--- src/rtl/sound_seq_if.sv ---
// Control, ROM and channel-output bundle for the sound command sequencer.
// The slave modport is the sequencer side; master is the controller/ROM/oscillator side.
interface sound_seq_if #(
  parameter int NUM_CH = 4
);
  logic                start;
  logic                stop;
  logic [12:0]         rom_addr;
  logic [15:0]         rom_data;
  logic [8*NUM_CH-1:0] note;
  logic [8*NUM_CH-1:0] vol;
  logic [8*NUM_CH-1:0] wave;
  logic [NUM_CH-1:0]   key_on;
  logic                busy;
  logic                done;
  logic                err;

  modport slave (
    input  start, stop, rom_data,
    output rom_addr, note, vol, wave, key_on, busy, done, err
  );

  modport master (
    output start, stop, rom_data,
    input  rom_addr, note, vol, wave, key_on, busy, done, err
  );
endinterface

--- src/rtl/sound_seq.sv ---
// Sound command-stream reader: fetches ROM words, decodes them, drives per-channel note/vol/wave/key_on.
// Optional SOUND_SEQ_LOOP_EN: the END opcode restarts the stream at START_ADDR instead of stopping.
module sound_seq #(
  parameter int          NUM_CH     = 4,
  parameter logic [12:0] START_ADDR = 13'h0,
  parameter int          CLK_DIV    = 256
) (
  input  logic       clk,
  input  logic       asyncrst_n,
  sound_seq_if.slave bus
);

  localparam int DIV_W = (CLK_DIV > 1) ? $clog2(CLK_DIV) : 1;
  localparam logic [DIV_W-1:0] DIV_LAST = DIV_W'(CLK_DIV - 1);

  typedef enum logic [3:0] {
    S_IDLE    = 4'd0,
    S_FETCH   = 4'd1,
    S_WAIT    = 4'd2,
    S_DECODE  = 4'd3,
    S_OPFETCH = 4'd4,
    S_OPWAIT  = 4'd5,
    S_EXEC    = 4'd6,
    S_PLAY    = 4'd7,
    S_DONE    = 4'd8
  } state_t;

  state_t              r_state;
  state_t              w_next;
  logic [12:0]         r_rom_addr;
  logic [15:0]         r_cmd;
  logic [15:0]         r_opnd;
  logic [11:0]         r_tempo_pre;
  logic [15:0]         r_tempo_mul;
  logic [DIV_W-1:0]    r_cnt_div;
  logic [11:0]         r_cnt_pre;
  logic [15:0]         r_cnt_mul;
  logic [15:0]         r_cnt_dur;
  logic [8*NUM_CH-1:0] r_note;
  logic [8*NUM_CH-1:0] r_vol;
  logic [8*NUM_CH-1:0] r_wave;
  logic [NUM_CH-1:0]   r_key_on;
  logic                r_busy;
  logic                r_done;
  logic                r_err;

  logic [3:0] w_dec_op;
  logic [3:0] w_exec_op;
  logic       w_is_end;
  logic       w_div_last;
  logic       w_pre_last;
  logic       w_mul_last;
  logic       w_dur_last;
  logic       w_expire;
  logic       w_busy;
  logic       w_done;
  logic       w_start_ok;

  assign w_dec_op   = bus.rom_data[15:12];
  assign w_exec_op  = r_cmd[15:12];
  // 16'hffff carries the END opcode but is reserved as an illegal word.
  assign w_is_end   = (w_exec_op == 4'hf) && (r_cmd != 16'hffff);
  assign w_div_last = (r_cnt_div == DIV_LAST);
  assign w_pre_last = (r_cnt_pre == r_tempo_pre);
  assign w_mul_last = (r_cnt_mul == (r_tempo_mul - 16'd1));
  assign w_dur_last = (r_cnt_dur == (r_opnd - 16'd1));
  assign w_expire   = w_div_last & w_pre_last & w_mul_last & w_dur_last;

  // State register.
  always_ff @(posedge clk or negedge asyncrst_n) begin
    if (!asyncrst_n) begin
      r_state <= S_IDLE;
    end else begin
      r_state <= w_next;
    end
  end

  // Next-state decode; stop overrides every other transition.
  always_comb begin
    w_next = r_state;
    case (r_state)
      S_IDLE, S_DONE: begin
        if (bus.start) w_next = S_FETCH;
        else           w_next = r_state;
      end
      S_FETCH:   w_next = S_WAIT;
      S_WAIT:    w_next = S_DECODE;
      S_DECODE: begin
        if ((w_dec_op == 4'h1) || (w_dec_op == 4'h4)) w_next = S_OPFETCH;
        else                                          w_next = S_EXEC;
      end
      S_OPFETCH: w_next = S_OPWAIT;
      S_OPWAIT:  w_next = S_EXEC;
      S_EXEC: begin
        case (w_exec_op)
          4'h1, 4'h2, 4'h3: w_next = S_FETCH;
          4'h4: begin
            if (r_opnd != 16'd0) w_next = S_PLAY;
            else                 w_next = S_FETCH;
          end
          default: begin
`ifdef SOUND_SEQ_LOOP_EN
            if (w_is_end) w_next = S_FETCH;
            else          w_next = S_DONE;
`else
            w_next = S_DONE;
`endif
          end
        endcase
      end
      S_PLAY: begin
        if (w_expire) w_next = S_FETCH;
        else          w_next = S_PLAY;
      end
      default:   w_next = S_IDLE;
    endcase
    if (bus.stop) w_next = S_IDLE;
    else          w_next = w_next;
  end

  // Status decode from the upcoming state so busy/done are registered alongside it.
  always_comb begin
    w_busy     = (w_next != S_IDLE) && (w_next != S_DONE);
    w_done     = (w_next == S_DONE);
    w_start_ok = bus.start && !bus.stop && ((r_state == S_IDLE) || (r_state == S_DONE));
  end

  // Datapath: address, command capture, channel registers and the duration counters.
  always_ff @(posedge clk or negedge asyncrst_n) begin
    if (!asyncrst_n) begin
      r_rom_addr  <= 13'h0;
      r_cmd       <= 16'h0;
      r_opnd      <= 16'h0;
      r_tempo_pre <= 12'h0;
      r_tempo_mul <= 16'd1;
      r_cnt_div   <= '0;
      r_cnt_pre   <= 12'h0;
      r_cnt_mul   <= 16'h0;
      r_cnt_dur   <= 16'h0;
      r_note      <= '0;
      r_vol       <= '0;
      r_wave      <= '0;
      r_key_on    <= '0;
      r_busy      <= 1'b0;
      r_done      <= 1'b0;
      r_err       <= 1'b0;
    end else begin
      r_busy <= w_busy;
      r_done <= w_done;
      case (r_state)
        S_IDLE, S_DONE: begin
          if (w_start_ok) begin
            r_rom_addr <= START_ADDR;
            r_err      <= 1'b0;
          end
        end
        S_DECODE: begin
          r_cmd      <= bus.rom_data;
          r_rom_addr <= r_rom_addr + 13'd1;
        end
        S_OPWAIT: begin
          r_opnd     <= bus.rom_data;
          r_rom_addr <= r_rom_addr + 13'd1;
        end
        S_EXEC: begin
          case (w_exec_op)
            4'h1: begin
              r_tempo_pre <= r_cmd[11:0];
              r_tempo_mul <= (r_opnd == 16'd0) ? 16'd1 : r_opnd;
            end
            4'h2: begin
              for (int i = 0; i < NUM_CH; i++) begin
                if (r_cmd[9:8] == 2'(i)) r_vol[8*i +: 8] <= r_cmd[7:0];
              end
            end
            4'h3: begin
              for (int i = 0; i < NUM_CH; i++) begin
                if (r_cmd[9:8] == 2'(i)) r_wave[8*i +: 8] <= r_cmd[7:0];
              end
            end
            4'h4: begin
              for (int i = 0; i < NUM_CH; i++) begin
                if (r_cmd[9:8] == 2'(i)) begin
                  r_note[8*i +: 8] <= r_cmd[7:0];
                  if (r_opnd != 16'd0) r_key_on[i] <= 1'b1;
                end
              end
              r_cnt_div <= '0;
              r_cnt_pre <= 12'h0;
              r_cnt_mul <= 16'h0;
              r_cnt_dur <= 16'h0;
            end
            default: begin
              r_key_on <= '0;
              if (w_is_end) begin
`ifdef SOUND_SEQ_LOOP_EN
                r_rom_addr <= START_ADDR;
`endif
              end else begin
                r_err <= 1'b1;
              end
            end
          endcase
        end
        S_PLAY: begin
          // Nested counters: clocks -> prescaler steps -> ticks -> tempo_mul groups -> duration.
          if (w_div_last) begin
            r_cnt_div <= '0;
            if (w_pre_last) begin
              r_cnt_pre <= 12'h0;
              if (w_mul_last) begin
                r_cnt_mul <= 16'h0;
                r_cnt_dur <= r_cnt_dur + 16'd1;
              end else begin
                r_cnt_mul <= r_cnt_mul + 16'd1;
              end
            end else begin
              r_cnt_pre <= r_cnt_pre + 12'd1;
            end
          end else begin
            r_cnt_div <= r_cnt_div + DIV_W'(1);
          end
          if (w_expire) r_key_on <= '0;
        end
        default: begin
        end
      endcase
      if (bus.stop) r_key_on <= '0;
    end
  end

  assign bus.rom_addr = r_rom_addr;
  assign bus.note     = r_note;
  assign bus.vol      = r_vol;
  assign bus.wave     = r_wave;
  assign bus.key_on   = r_key_on;
  assign bus.busy     = r_busy;
  assign bus.done     = r_done;
  assign bus.err      = r_err;

endmodule

--- src/flat_wrapper.sv ---
// flat-port wrapper written by rule: the top's interface ports become plain ports
module sound_seq_flat 
#(
  parameter int          NUM_CH     = 4,
  parameter logic [12:0] START_ADDR = 13'h0,
  parameter int          CLK_DIV    = 256
)
  (clk, asyncrst_n, bus_start, bus_stop, bus_rom_data, bus_rom_addr, bus_note, bus_vol, bus_wave, bus_key_on, bus_busy, bus_done, bus_err);
  sound_seq_if #(.NUM_CH(NUM_CH)) bus_i ();
  input  logic clk;
  input  logic asyncrst_n;
  input wire logic [$bits(bus_i.start)-1:0] bus_start;
  input wire logic [$bits(bus_i.stop)-1:0] bus_stop;
  input wire logic [$bits(bus_i.rom_data)-1:0] bus_rom_data;
  output wire logic [$bits(bus_i.rom_addr)-1:0] bus_rom_addr;
  output wire logic [$bits(bus_i.note)-1:0] bus_note;
  output wire logic [$bits(bus_i.vol)-1:0] bus_vol;
  output wire logic [$bits(bus_i.wave)-1:0] bus_wave;
  output wire logic [$bits(bus_i.key_on)-1:0] bus_key_on;
  output wire logic [$bits(bus_i.busy)-1:0] bus_busy;
  output wire logic [$bits(bus_i.done)-1:0] bus_done;
  output wire logic [$bits(bus_i.err)-1:0] bus_err;
  assign bus_i.start = bus_start;
  assign bus_i.stop = bus_stop;
  assign bus_i.rom_data = bus_rom_data;
  assign bus_rom_addr = bus_i.rom_addr;
  assign bus_note = bus_i.note;
  assign bus_vol = bus_i.vol;
  assign bus_wave = bus_i.wave;
  assign bus_key_on = bus_i.key_on;
  assign bus_busy = bus_i.busy;
  assign bus_done = bus_i.done;
  assign bus_err = bus_i.err;
  sound_seq #(.NUM_CH(NUM_CH), .START_ADDR(START_ADDR), .CLK_DIV(CLK_DIV)) u_core (.clk(clk), .asyncrst_n(asyncrst_n), .bus(bus_i));
endmodule
--- config.mk ---
export PLATFORM = sky130hd
export DESIGN_NAME = sound_seq_flat
export DESIGN_NICKNAME = d
export VERILOG_FILES = /design/src/rtl/sound_seq_if.sv /design/src/rtl/sound_seq.sv /design/src/flat_wrapper.sv
export SDC_FILE = /design/constraint.sdc
export NUM_CORES = 1
export LEC_CHECK = 0
export ABC_AREA = 1
export BUFFER_PORTS_ARGS = -buffer_cell sky130_fd_sc_hd__buf_2
export CAP_MARGIN = 10
export CELL_PAD_IN_SITES_DETAIL_PLACEMENT = 1
export CELL_PAD_IN_SITES_GLOBAL_PLACEMENT = 1
export CORE_ASPECT_RATIO = 2
export CORE_MARGIN = 10
export CORE_UTILIZATION = 25
export CTS_CLUSTER_SIZE = 24
export DETAILED_ROUTE_END_ITERATION = 6
export PLACE_DENSITY = 0.63
export SYNTH_ARGS = -nofsm -noshare
export SYNTH_HDL_FRONTEND = slang
export SYNTH_SLANG_ARGS = --single-unit
export TNS_END_PERCENT = 1
--- constraint.sdc ---
create_clock -name clk -period 3.22 [get_ports clk]
set_input_delay 0.161 -clock clk [delete_from_list [all_inputs] [get_ports clk]]
set_output_delay 0.161 -clock clk [all_outputs]
set_load 0.02 [all_outputs]
======== Yosys cells after proc, flatten, opt, wreduce, memory -nomap -nowiden ========
Cells that the tools add are included.
operators by class
  bitwise operators ....................... 3
  equal/unequal tests ..................... 39
  muxes and demuxes ....................... 39
  $add $sub $neg .......................... 7
  reduce and logical (&&, ||, !) cells .... 43
operator list
  operator               number
  $mux 16                8
  $pmux 16 s2            2
  $reduce_and 3->1       13
  $mux 12                3
  $add 16x1->16 const B  2
  $eq 16x16->1           2
  $pmux 4 s8             1
  $sub 16x1->16 const B  2
  $pmux 13 s2            1
  $reduce_and 5->1       5
  $eq 4x3->1 const B     6
  $pmux 12 s2            1
  $pmux 4 s2             3
  $ne 4x3->1 const B     5
  $eq 4x2->1 const B     4
  $logic_not 16->1       1
  $mux 4                 4
  $mux 8                 2
  $ne 16x16->1 const B   1
  $pmux 8 s2             1
  $reduce_bool 16->1     1
  $add 13x1->13 const B  1
  $mux 13                1
  $add 12x1->12 const B  1
  30 further kinds       60
word-level totals
  output and inout port bits .............. 116
  bits of input ports ..................... 20
  register bits after elaboration ......... 232
  logic and storage cells ................. 160

======== Depth between registers and ports, before layout ========
Gate-level depths: netlist (run 1).
  depth after elaboration ................. 9
  depth in mapped cells ................... 18
  mapped depth without buffers ............ 18

======== Worst setup path before layout (run 1) ========
Ideal clock, no wire load.
  path kind ............................... register -> register
  from .................................... reg u_core.r_tempo_mul[0]
  to ...................................... reg u_core.r_cnt_dur[2]
  setup slack ............................. 1.144 ns
  stages on the path, launching flop included .. 13
  data arrival time ....................... 1.953 ns
  path buffers ............................ 1
  required time ........................... 3.097 ns
  path through ............................ dfstp_2 inv_1 ha_1 xnor2_1 nor2_1 nand4_1 nor3_1 nand2_1 nand2_2 nand2_4 buf_6 o21ai_0 a21oi_1
on the way
  cells in the longest elaborated chain, start to end .. 4
ends and longest elaborated chain
  item                        RTL line          text
  start: declaration          sound_seq.sv:34   logic [15:0] r_tempo_mul;
  start signal: assignment    sound_seq.sv:169  r_tempo_mul <= (r_opnd == 16'd0) ? 16'd1 : r_opnd;
  $sub 16x1->16               sound_seq.sv:65   assign w_mul_last = (r_cnt_mul == (r_tempo_mul - 16'd1));
  $eq 16x16->1                sound_seq.sv:65
  $ne 2x1->1 (no line)        --
  $reduce_and 5->1 (no line)  --
  end signal: assignment      sound_seq.sv:213  r_cnt_dur <= r_cnt_dur + 16'd1;
  end: declaration            sound_seq.sv:38   logic [15:0] r_cnt_dur;
Every way passes these cells.
A chain may end at the register's enable or synchronous reset.

======== Final worst setup path (run 1) ========
  from .................................... reg u_core.r_cnt_div[0]
  to ...................................... reg u_core.r_cnt_mul[5]
on the way
  cells in the longest elaborated chain, start to end .. 3
ends and longest elaborated chain
  item                        RTL line          text
  start: declaration          sound_seq.sv:35   logic [DIV_W-1:0] r_cnt_div;
  start signal: assignment    sound_seq.sv:221  r_cnt_div <= r_cnt_div + DIV_W'(1);
  $eq 8x8->1                  sound_seq.sv:63   assign w_div_last = (r_cnt_div == DIV_LAST);
  $ne 2x1->1 (no line)        --
  $reduce_and 4->1 (no line)  --
  end signal: assignment      sound_seq.sv:215  r_cnt_mul <= r_cnt_mul + 16'd1;
  end: declaration            sound_seq.sv:37   logic [15:0] r_cnt_mul;
Every way passes these cells.

==> flow_summary.ini, run 1 <==
[worst_setup_path]
r2r_cells = 14
endpoint_kind = flop
r2r-end = u_core.r_cnt_mul[5]
start_kind = flop
reg2reg_from = u_core.r_cnt_div[0]
cp.required_ns = 3.63
crit_start = u_core.r_cnt_div[0]
worst-setup-path-type = reg2reg
arrival_ns = 3.15
path_max_fanout = 13
endpoint = u_core.r_cnt_mul[5]
reg2reg_slack_ns = 0.47

[synth]
async_flop_share_pct = 100
synthCells = 1406
ys_seq_area_share_pct = 50.5
yosys-top-cells-area = dfrtp_1 50%, nand2_1 13%, o21ai_0 8.2%
syn_area_per_cell_um2 = 8.17
synth-seq-cells = 232
synth_top_area_share_pct = 50.3
syn_area_um2 = 11500
synth.largest_area_cell = dfrtp_1
synth_fp_nets = 1433
synth.distinct_cells = 48
synth_edf_count = 0
ys.warnings.count = 0
ys.flop_type = dfrtp_1

[place]
place_congestion = 0.902
hpwlAfterDp_um = 33300
port_buffers = 135
placed_cell_area_um2 = 12800

[worst_hold_path]
min_path_type = in2reg
hold_path_startpoint = bus_rom_data[11]

[clock_network]
cts_tree = built
clockBufferDepth = 3
cts.sinks = 232
clk_latency_ns = 0.53
cts_setup_buffers = 0
cts_made_buffers = 23
root_buffer = clkbuf_16
h-tree-depth = 1
clk_pin_slew_ns = 0.07

[drt]
drc_errors = 0
dr.pass1.iters = 4
drt_iter0_drc = 387
routed_wl_um = 41800
ant_nets = 0
wl_per_cell_um = 19.6
routed_via_density = 4.74
vias = 10100

[sta]
slew_headroom_pct = 49.1
hold_violations = 0
fmax_mhz = 364
timing.final.crit_share_pct = 85.3
setup_viol = 0
post-route-min-period_ns = 2.75
drv_slew = 0
skew_ns = 0.0105
finalSetupTns_ns = 0
worst_pin_slew_ns = 0.763
rsz0062_at_grt = false

[final_layout]
fin_area_um2 = 13700
seq_area_um2 = 5810
area_growth_pct = 19.6
final_layout_size_suffix_gt1_share_pct = 14.7
fillers = 5483
final_common_cell = nand2_1
multiInputGateArea_um2 = 4870
final_cell_mix = 384 x nand2_1, 231 x dfrtp_1, 188 x o21ai_0
fin_nets = 1575

[floorplan]
ioPinCount = 136
die_h_um = 323
row_count = 111
die_w_um = 172
initial_utilization_pct = 25.1
dieArea_um2 = 55500
core_um2 = 45700

[job]
maxCapViolCount = 0

[global_routing]
grt_overflow = 0
first_global_vias = 11100
grt_use_total_pct = 15.3
grt_max_degree = 82
grt_pass1_wl_um = 65300
antenna_found_initial = 1

[power]
power_density_nw_per_um2 = 590
p_leak_nw = 6.69
ir_worst_vdd_mv = 0.401

[run_status]
status = complete, no violations
## where the power goes
part           switching [W]  internal (W)
Combinational        0.00123      0.000447
Clock                0.00121       0.00174
Sequential          0.000309       0.00316
Total                0.00276       0.00535
## final cells by class
class	instances	share of cell area, %
sequential	232	42.2
antenna	1	0.0182
clock inverter	9	1.14
timing repair buffer	162	6.95
multi-input combinational	971	35.4
clock buffer	33	4.75
tap	565	5.14
inverter	158	4.33
## worst max-delay path, stage by stage (launching register included)
cell and delay, ns:
dfrtp_1 0.39, ha_1 0.22, nand3_2 0.10, nor2_2 0.15
nand2_2 0.09, nor3_4 0.23, inv_2 0.13, nand2_4 0.12
nand2_4 0.12, nor2_4 0.24, buf_4 0.27, inv_1 0.19
nor2_1 0.16, xnor2_1 0.14, nor2_1 0.05
## state kept, by name, indices dropped and copies added, names as in the netlist
signal,count
u_core.bus.rom_addr,13
u_core.r_tempo_mul,16
u_core.r_cmd,16
u_core.bus.vol,32
u_core.bus.key_on,4
u_core.r_cnt_div,8
u_core.bus.wave,32
u_core.r_tempo_pre,12
u_core.r_state,4
u_core.r_cnt_mul,16
u_core.bus.err,1
u_core.r_cnt_dur,16
u_core.bus.busy,1
u_core.bus.done,1
u_core.bus.note,32
u_core.r_cnt_pre,12
u_core.r_opnd,16
## cells by family after synthesis
| group | share of synthesized area, % |
|---|---|
| flip-flops | 50.5 |
| XOR/XNOR | 4.42 |
| adder cells (fa/ha/maj) | 0.762 |
| AND/OR/NAND/NOR | 25.9 |
| multiplexers | 0.0871 |
| buffers and inverters | 7.13 |
| AO/OA/AOI/OAI | 11.2 |
## per-layer routing
| layer | share of wire [%] | wire, um | global-route usage (%) |
|---|---|---|---|
| met5 | 0 | 0 | 0 |
| met2 | 57 | 23700 | 30.1 |
| met4 | 5.6 | 2350 | 8.46 |
| met3 | 4.0 | 1670 | 2.39 |
| met1 | 34 | 14100 | 14.3 |
## Yosys cell counts, types with 5 or more instances
| cell | count |
|---|---|
| nor3b_1 | 6 |
| xnor2_1 | 20 |
| nor2_1 | 99 |
| nor2_2 | 8 |
| o21ai_0 | 188 |
| o31ai_1 | 7 |
| nor2_4 | 6 |
| nand2_2 | 7 |
| inv_2 | 5 |
| dfrtp_1 | 231 |
| a21oi_1 | 24 |
| buf_6 | 7 |
| xor2_1 | 38 |
| nand2_1 | 384 |
| o21ai_1 | 5 |
| nand3b_1 | 9 |
| nand3_1 | 73 |
| ha_1 | 7 |
| nor4_1 | 5 |
| nor3_1 | 25 |
| inv_1 | 152 |
| nand4_1 | 21 |
| clkbuf_1 | 36 |
## per-stage QoR
| step | setup WS, ns | util [%] | power (W) | hold slack [ns] | std cells |
|---|---|---|---|---|---|
| 6_report | 0.475 | 30.1 | 0.00811 | 0.0349 | 2131 |
| 5_1_grt | 0.162 | 30.1 | 0.00856 | 0.0579 | 2131 |
| 4_1_cts | 0.439 | 30.1 | 0.00825 | 0.00672 | 2130 |
| 3_5_place_dp | 0.465 | 27.9 | 0.00525 | 0.201 | 2071 |
| 3_3_place_gp | 0.435 | 27.9 | 0.00520 | 0.208 | 2071 |
| 2_1_floorplan | 1.14 | - | 0.00444 | -0.135 | 1406 |
## worst min path at each step
stage | endpoint | slack (ns) | cells past startpoint
after floorplan | u_core.bus.busy | -0.13 | 0
after global placement | u_core.bus.wave[31] | 0.21 | 1
after detailed placement | u_core.bus.note[31] | 0.20 | 1
after CTS | u_core.bus.done | 0.007 | 4
after global routing | u_core.r_cmd[11] | 0.06 | 3
final | u_core.r_opnd[11] | 0.03 | 3
## what timing repair did
| action | 4_1_cts | 5_1_grt |
|---|---|---|
| hold buffers | 17 | 0 |
| hold endpoints to repair | 106 | 0 |
| gates resized for setup | 0 | 0 |
(Power assumes the default switching activity.)
==> inputs of run 2 (changes only) <==
ABC_AREA = 0   (was 1)
PLACE_DENSITY = 0.6   (was 0.63)
REMOVE_ABC_BUFFERS = 1   (was default)
TNS_END_PERCENT = 10   (was 1)
==> run 2 against run 1 <==
Net effect: non-clock buffer count increased by 65; first-iteration DRC count decreased by 30%; register-to-register slack got worse by 0.33 ns; clock skew increased by 0.0083 ns; cell count decreased by 17%; highest routed layer unchanged; largest power group unchanged.
==> flow_summary.ini, run 2 <==
[global_routing]
grt_pass1_wl_um = 59100
grt_use_total_pct = 13.7
antenna_found_initial = 0
grt_max_degree = 97
first_global_vias = 10200
grt_overflow = 0

[power]
finalPower_w = 0.00790
power_frac_comb_pct = 20.3
power_density_nw_per_um2 = 564
switching_share_pct = 32.3
seqPwrFrac_pct = 44.7
p_int_w = 0.00535
clkPwrFrac_pct = 35.0
netSwitchingPower_w = 0.00255
p_leak_nw = 6.85
ir_worst_vdd_mv = 0.518

[final_layout]
final_cells = 1775
final_common_cell = dfrtp_1
n_antenna_cell = 0
fillers = 5111
area_growth_pct = 23.9
final_cell_mix = 231 x dfrtp_1, 146 x mux2_2, 134 x buf_2
final_layout_size_suffix_gt1_share_pct = 35.1
fin_nets = 1226

[drt]
drt_iter0_drc = 269
wl_per_cell_um = 21.1
drc_errors = 0
dr.pass1.iters = 4
routed_wl_um = 37500
vias = 8829
ant_nets = 0
routed_via_density = 4.97

[sta]
worst_pin_slew_ns = 0.760
setup_viol = 0
timing.final.crit_share_pct = 95.6
slew_headroom_pct = 49.3
drv_slew = 0
post-route-min-period_ns = 3.08
finalSetupTns_ns = 0
skew_ns = 0.0188
holdWs_ns = 0.0883
fmax_mhz = 325
hold_violations = 0
rsz0062_at_grt = false
fin_ws_ns = 0.143

[floorplan]
row_count = 110
die_h_um = 321
dieArea_um2 = 54700
core_um2 = 44900
ioPinCount = 136
die_w_um = 170
initial_utilization_pct = 25.2

[place]
port_buffers = 135
hpwlAfterDp_um = 28700
dp_slack_ns = -0.0391
place_inst = 1716
place_congestion = 0.843

[clock_network]
h-tree-depth = 1
clockBufferDepth = 3
root_buffer = clkbuf_16
cts.sinks = 232
clk_latency_ns = 0.54
cts_setup_buffers = 0
cts_tree = built
clk_pin_slew_ns = 0.06
cts_made_buffers = 23

[worst_setup_path]
cp.required_ns = 3.63
reg2reg_from = u_core.r_tempo_mul[0]
endpoint_kind = flop
path_max_fanout = 3
r2r-end = u_core.bus.busy
start_kind = flop
reg2reg_slack_ns = 0.14
worst-setup-path-type = reg2reg
arrival_ns = 3.48
r2r_cells = 11

[synth]
ys_seq_area_share_pct = 51.3
synth_edf_count = 0
synth-seq-cells = 232
synthCells = 994
ys.warnings.count = 0
synth_most_common_cell = dfrtp_1
synth_top_area_share_pct = 51.1
yosys-top-cells-area = dfrtp_1 51%, mux2_2 15%, o21ai_0 2.7%
synth.largest_area_cell = dfrtp_1
syn_area_um2 = 11300
syn_area_per_cell_um2 = 11.4
ys.flop_type = dfrtp_1
async_flop_share_pct = 100
synth.top_cells.by_count = 231 x dfrtp_1, 146 x mux2_2, 60 x o21ai_0
synth.distinct_cells = 82

[worst_hold_path]
min_path_cells = 4
hold_path_startpoint = bus_start
min_path_type = in2reg
hold_path_end = u_core.r_state[3]

[job]
maxCapViolCount = 0

[run_status]
status = complete, no violations
==> run 2: cell types whose count changed after synthesis, moves of 13 or more <==
cell     previous run  this run
o21ai_0           188        60
o31ai_1             7        20
nor2_1             99        50
a21oi_1            24        37
nand3_1            73        39
nand2_1           384        59
or4_1               0        14
a22o_1              0        14
inv_1             152        16
nor2b_1             0        16
mux2_2              0       146
==> run 2: kinds of logic after synthesis <==
family	Yosys count	synth area share, %
AND/OR/NAND/NOR	301	14.9
flip-flops	232	51.3
multiplexers	155	15.3
buffers and inverters	63	2.57
adder cells (fa/ha/maj)	7	0.774
AO/OA/AOI/OAI	180	10.7
XOR/XNOR	56	4.40
==> run 2: worst max-delay path: stages, from the launching register on <==
cell and delay (ns):
dfstp_2 0.37, inv_1 0.08, ha_1 0.19, or4b_4 0.48, buf_4 0.17, o21ai_1 0.11, o311a_1 0.20, o22ai_2 0.11
or2_2 0.34, a2111oi_4 0.40, nor2_2 0.09, o41a_1 0.42
==> run 2: routing by layer <==
layer  global-route usage, %  part of all wire [%]  vias to the layer above
li1                        -                     -                     4014
met1                    13.2                    35                     4560
met2                    27.1                    57                      176
met3                    2.29                   4.1                       79
met4                    6.38                   4.2                        0
met5                       0                     0                        -
==> run 2: stage by stage <==
step / util (%) / area (um^2)
2_1_floorplan: - / 11100
3_3_place_gp: 29.1 / 13100
3_5_place_dp: 29.1 / 13100
4_1_cts: 31.2 / 14000
5_1_grt: 31.3 / 14000
6_report: 31.3 / 14000
==> run 2: area by class of cell <==
class | instances | area (um^2) | share of cell area [%]
sequential | 232 | 5810 | 41.4
multi-input combinational | 699 | 5240 | 37.4
inverter | 16 | 60.1 | 0.428
clock inverter | 9 | 104 | 0.741
tap | 560 | 701 | 5.00
clock buffer | 32 | 649 | 4.63
timing repair buffer | 227 | 1460 | 10.4
==> run 2: what timing repair did <==
action / CTS / global route
resized for setup: 1 / 3
setup endpoints to repair: 4 / 9
hold buffers: 18 / 0
endpoints found under the hold margin: 126 / 0
cloned: 0 / 0
pin swaps: 0 / 5
==> run 2: power by group through the flow <==
stage / sequential, W / clock (W) / combinational, W
finish: 0.00353 / 0.00277 / 0.00160
global route: 0.00358 / 0.00297 / 0.00174
CTS: 0.00354 / 0.00286 / 0.00163
detailed placement: 0.00359 / 0 / 0.00160
global placement: 0.00358 / 0 / 0.00157
floorplan: 0.00354 / 0 / 0.000730
==> run 2: how the worst max path moves through the flow <==
| stage | to | slack [ns] | from | cells after the start |
|---|---|---|---|---|
| floorplan | u_core.r_cnt_mul[10] | -0.23 | u_core.r_state[3] | 7 |
| global placement | u_core.r_cnt_dur[0] | 0.02 | u_core.r_tempo_mul[0] | 10 |
| detailed placement | u_core.r_cnt_dur[0] | -0.04 | u_core.r_tempo_mul[0] | 10 |
| CTS | u_core.bus.busy | 0.03 | u_core.r_opnd[1] | 10 |
| global route | u_core.bus.busy | 0.004 | u_core.r_opnd[1] | 10 |
| finish | u_core.bus.busy | 0.14 | u_core.r_tempo_mul[0] | 11 |
==> inputs of run 3 (changes only) <==
clock period = 3.62 ns   (was 3.22 ns; I/O delays follow)
==> run 3 against run 2 <==
Net effect: via count is 1.7% lower; global-route usage is 0.34 points lower; critical path depth is 1 lower; flip-flop and latch count stayed put; critical path type unchanged; core utilization is 0.44 points lower; sequential share of layout area is 0.59 points higher; clock-buffer cell count is 3 higher; design area is 1.4% lower; highest routed layer unchanged; setup slack better by 0.098 ns.
==> flow_summary.ini, run 3 (synthesis results as in run 2) <==
[clock_network]
h-tree-depth = 1
cts.sinks = 232
clk_latency_ns = 0.55
root_buffer = clkbuf_16
post_cts_resized = 0
cts_tree = built
cts-hold-fix-buffers = 18
clk_pin_slew_ns = 0.07
clockBufferDepth = 3
cts_setup_buffers = 0
cts_made_buffers = 25

[worst_setup_path]
path_max_fanout = 4
crit_chain = inv_1, ha_1, nor3b_2, nand4_2, o31a_1, nor4_1, nand4b_1, a2111oi_4, nor2_2, o41a_1
arrival_ns = 3.81
path_depth = 10
crit_buf_inv = 1
start_kind = flop
critPathTopFamily = simple AND/OR/NAND/NOR gates
cp.required_ns = 4.05
r2r_cells = 10
worst-setup-path-type = reg2reg
slowest_delay_ns = 0.49
reg2reg_slack_ns = 0.24
crit_path_top_delay_cell = a2111oi_4
reg2reg_from = u_core.r_opnd[0]
endpoint_kind = flop
r2r-end = u_core.bus.busy

[sta]
fin_ws_ns = 0.241
setup_viol = 0
slew_headroom_pct = 32.8
rsz0062_at_grt = false
worst_pin_slew_ns = 1.01
finalSetupTns_ns = 0
skew_ns = 0.0336
post-route-min-period_ns = 3.38
fmax_mhz = 296
timing.final.crit_share_pct = 93.4
drv_slew = 0
hold_violations = 0

[global_routing]
grt_overflow = 0
antenna_found_initial = 0
grt_use_total_pct = 13.4
top_usage_layer = met2
grt_pass1_wl_um = 57600
use_met2_pct = 26.8
first_global_vias = 9626
grtUsageMet3_pct = 2.05
grt_max_degree = 131
grtUsageMet1_pct = 13.3

[power]
p_leak_nw = 6.71
power_density_nw_per_um2 = 517
ir_worst_vdd_mv = 0.353

[drt]
routed_wl_um = 36700
routed_via_density = 4.98
drt_iter0_drc = 344
drc_errors = 0
dr.pass1.iters = 4
vias = 8682
wl_per_cell_um = 21.1
ant_nets = 0

[place]
port_buffers = 135
hpwlAfterDp_um = 27700
dp_slack_ns = 0.204
place_congestion = 0.836
placed_cell_area_um2 = 12800

[floorplan]
ioPinCount = 136
row_count = 110
core_um2 = 44900
die_w_um = 170
dieArea_um2 = 54700
initial_utilization_pct = 25.2
die_h_um = 321

[final_layout]
fin_area_um2 = 13800
seq_area_um2 = 5810
area_growth_pct = 22.2
fin_nets = 1193
final_cell_mix = 231 x dfrtp_1, 146 x mux2_2, 134 x buf_2
final_layout_size_suffix_gt1_share_pct = 33.4
multiInputGateArea_um2 = 5220
final_common_cell = dfrtp_1
n_antenna_cell = 0
fillers = 5117

[worst_hold_path]
min_path_cells = 4
hold_path_startpoint = bus_start
min_path_type = in2reg
hold_path_end = u_core.bus.done

[run_status]
status = complete, no violations

[job]
maxCapViolCount = 0
==> run 3: area by class of cell <==
class / instances / share of cell area, %
sequential: 232 / 42.0
multi-input combinational: 699 / 37.8
timing repair buffer: 192 / 8.62
clock buffer: 35 / 5.23
tap: 560 / 5.07
clock inverter: 10 / 0.896
inverter: 16 / 0.434
==> run 3: worst max path at each step <==
stage / startpoint / end / slack (ns)
2_1_floorplan: u_core.r_state[3] / u_core.r_cnt_mul[10] / 0.17
3_3_place_gp: u_core.r_opnd[0] / u_core.bus.busy / 0.23
3_5_place_dp: u_core.r_opnd[0] / u_core.bus.busy / 0.20
4_1_cts: u_core.r_opnd[0] / u_core.bus.busy / 0.19
5_1_grt: u_core.r_opnd[0] / u_core.bus.busy / 0.09
6_report: u_core.r_opnd[0] / u_core.bus.busy / 0.24
==> run 3: tightest hold or removal path, stage by stage <==
cell and delay [ns]:
buf_2 0.09, inv_1 0.05, a21oi_1 0.20, a211oi_1 0.07
==> run 3: per-stage QoR <==
step / total power, W / hold WS [ns] / std cells / utilization, %
after CTS: 0.00728 / 0.0720 / 1743 / 30.8
after global placement: 0.00450 / 0.377 / 1680 / 28.5
after global routing: 0.00750 / 0.134 / 1744 / 30.8
after floorplan: 0.00380 / -0.115 / 947 / -
after detailed placement: 0.00454 / 0.389 / 1680 / 28.5
final: 0.00715 / 0.0868 / 1744 / 30.8
==> run 3: where the power goes <==
group	internal (W)	total, W	leakage (nW)	switching [W]
clock network	0.00155	0.00268	0.410	0.00113
registers	0.00279	0.00316	3.18	0.000371
logic	0.000496	0.00131	3.12	0.000815
total	0.00483	0.00715	6.71	0.00232
==> run 3: routing by layer <==
layer  share of wire, %  routed length, um
met1                 36              13100
met2                 58              21200
met3                3.8               1390
met4                2.8               1030
met5                  0                  0
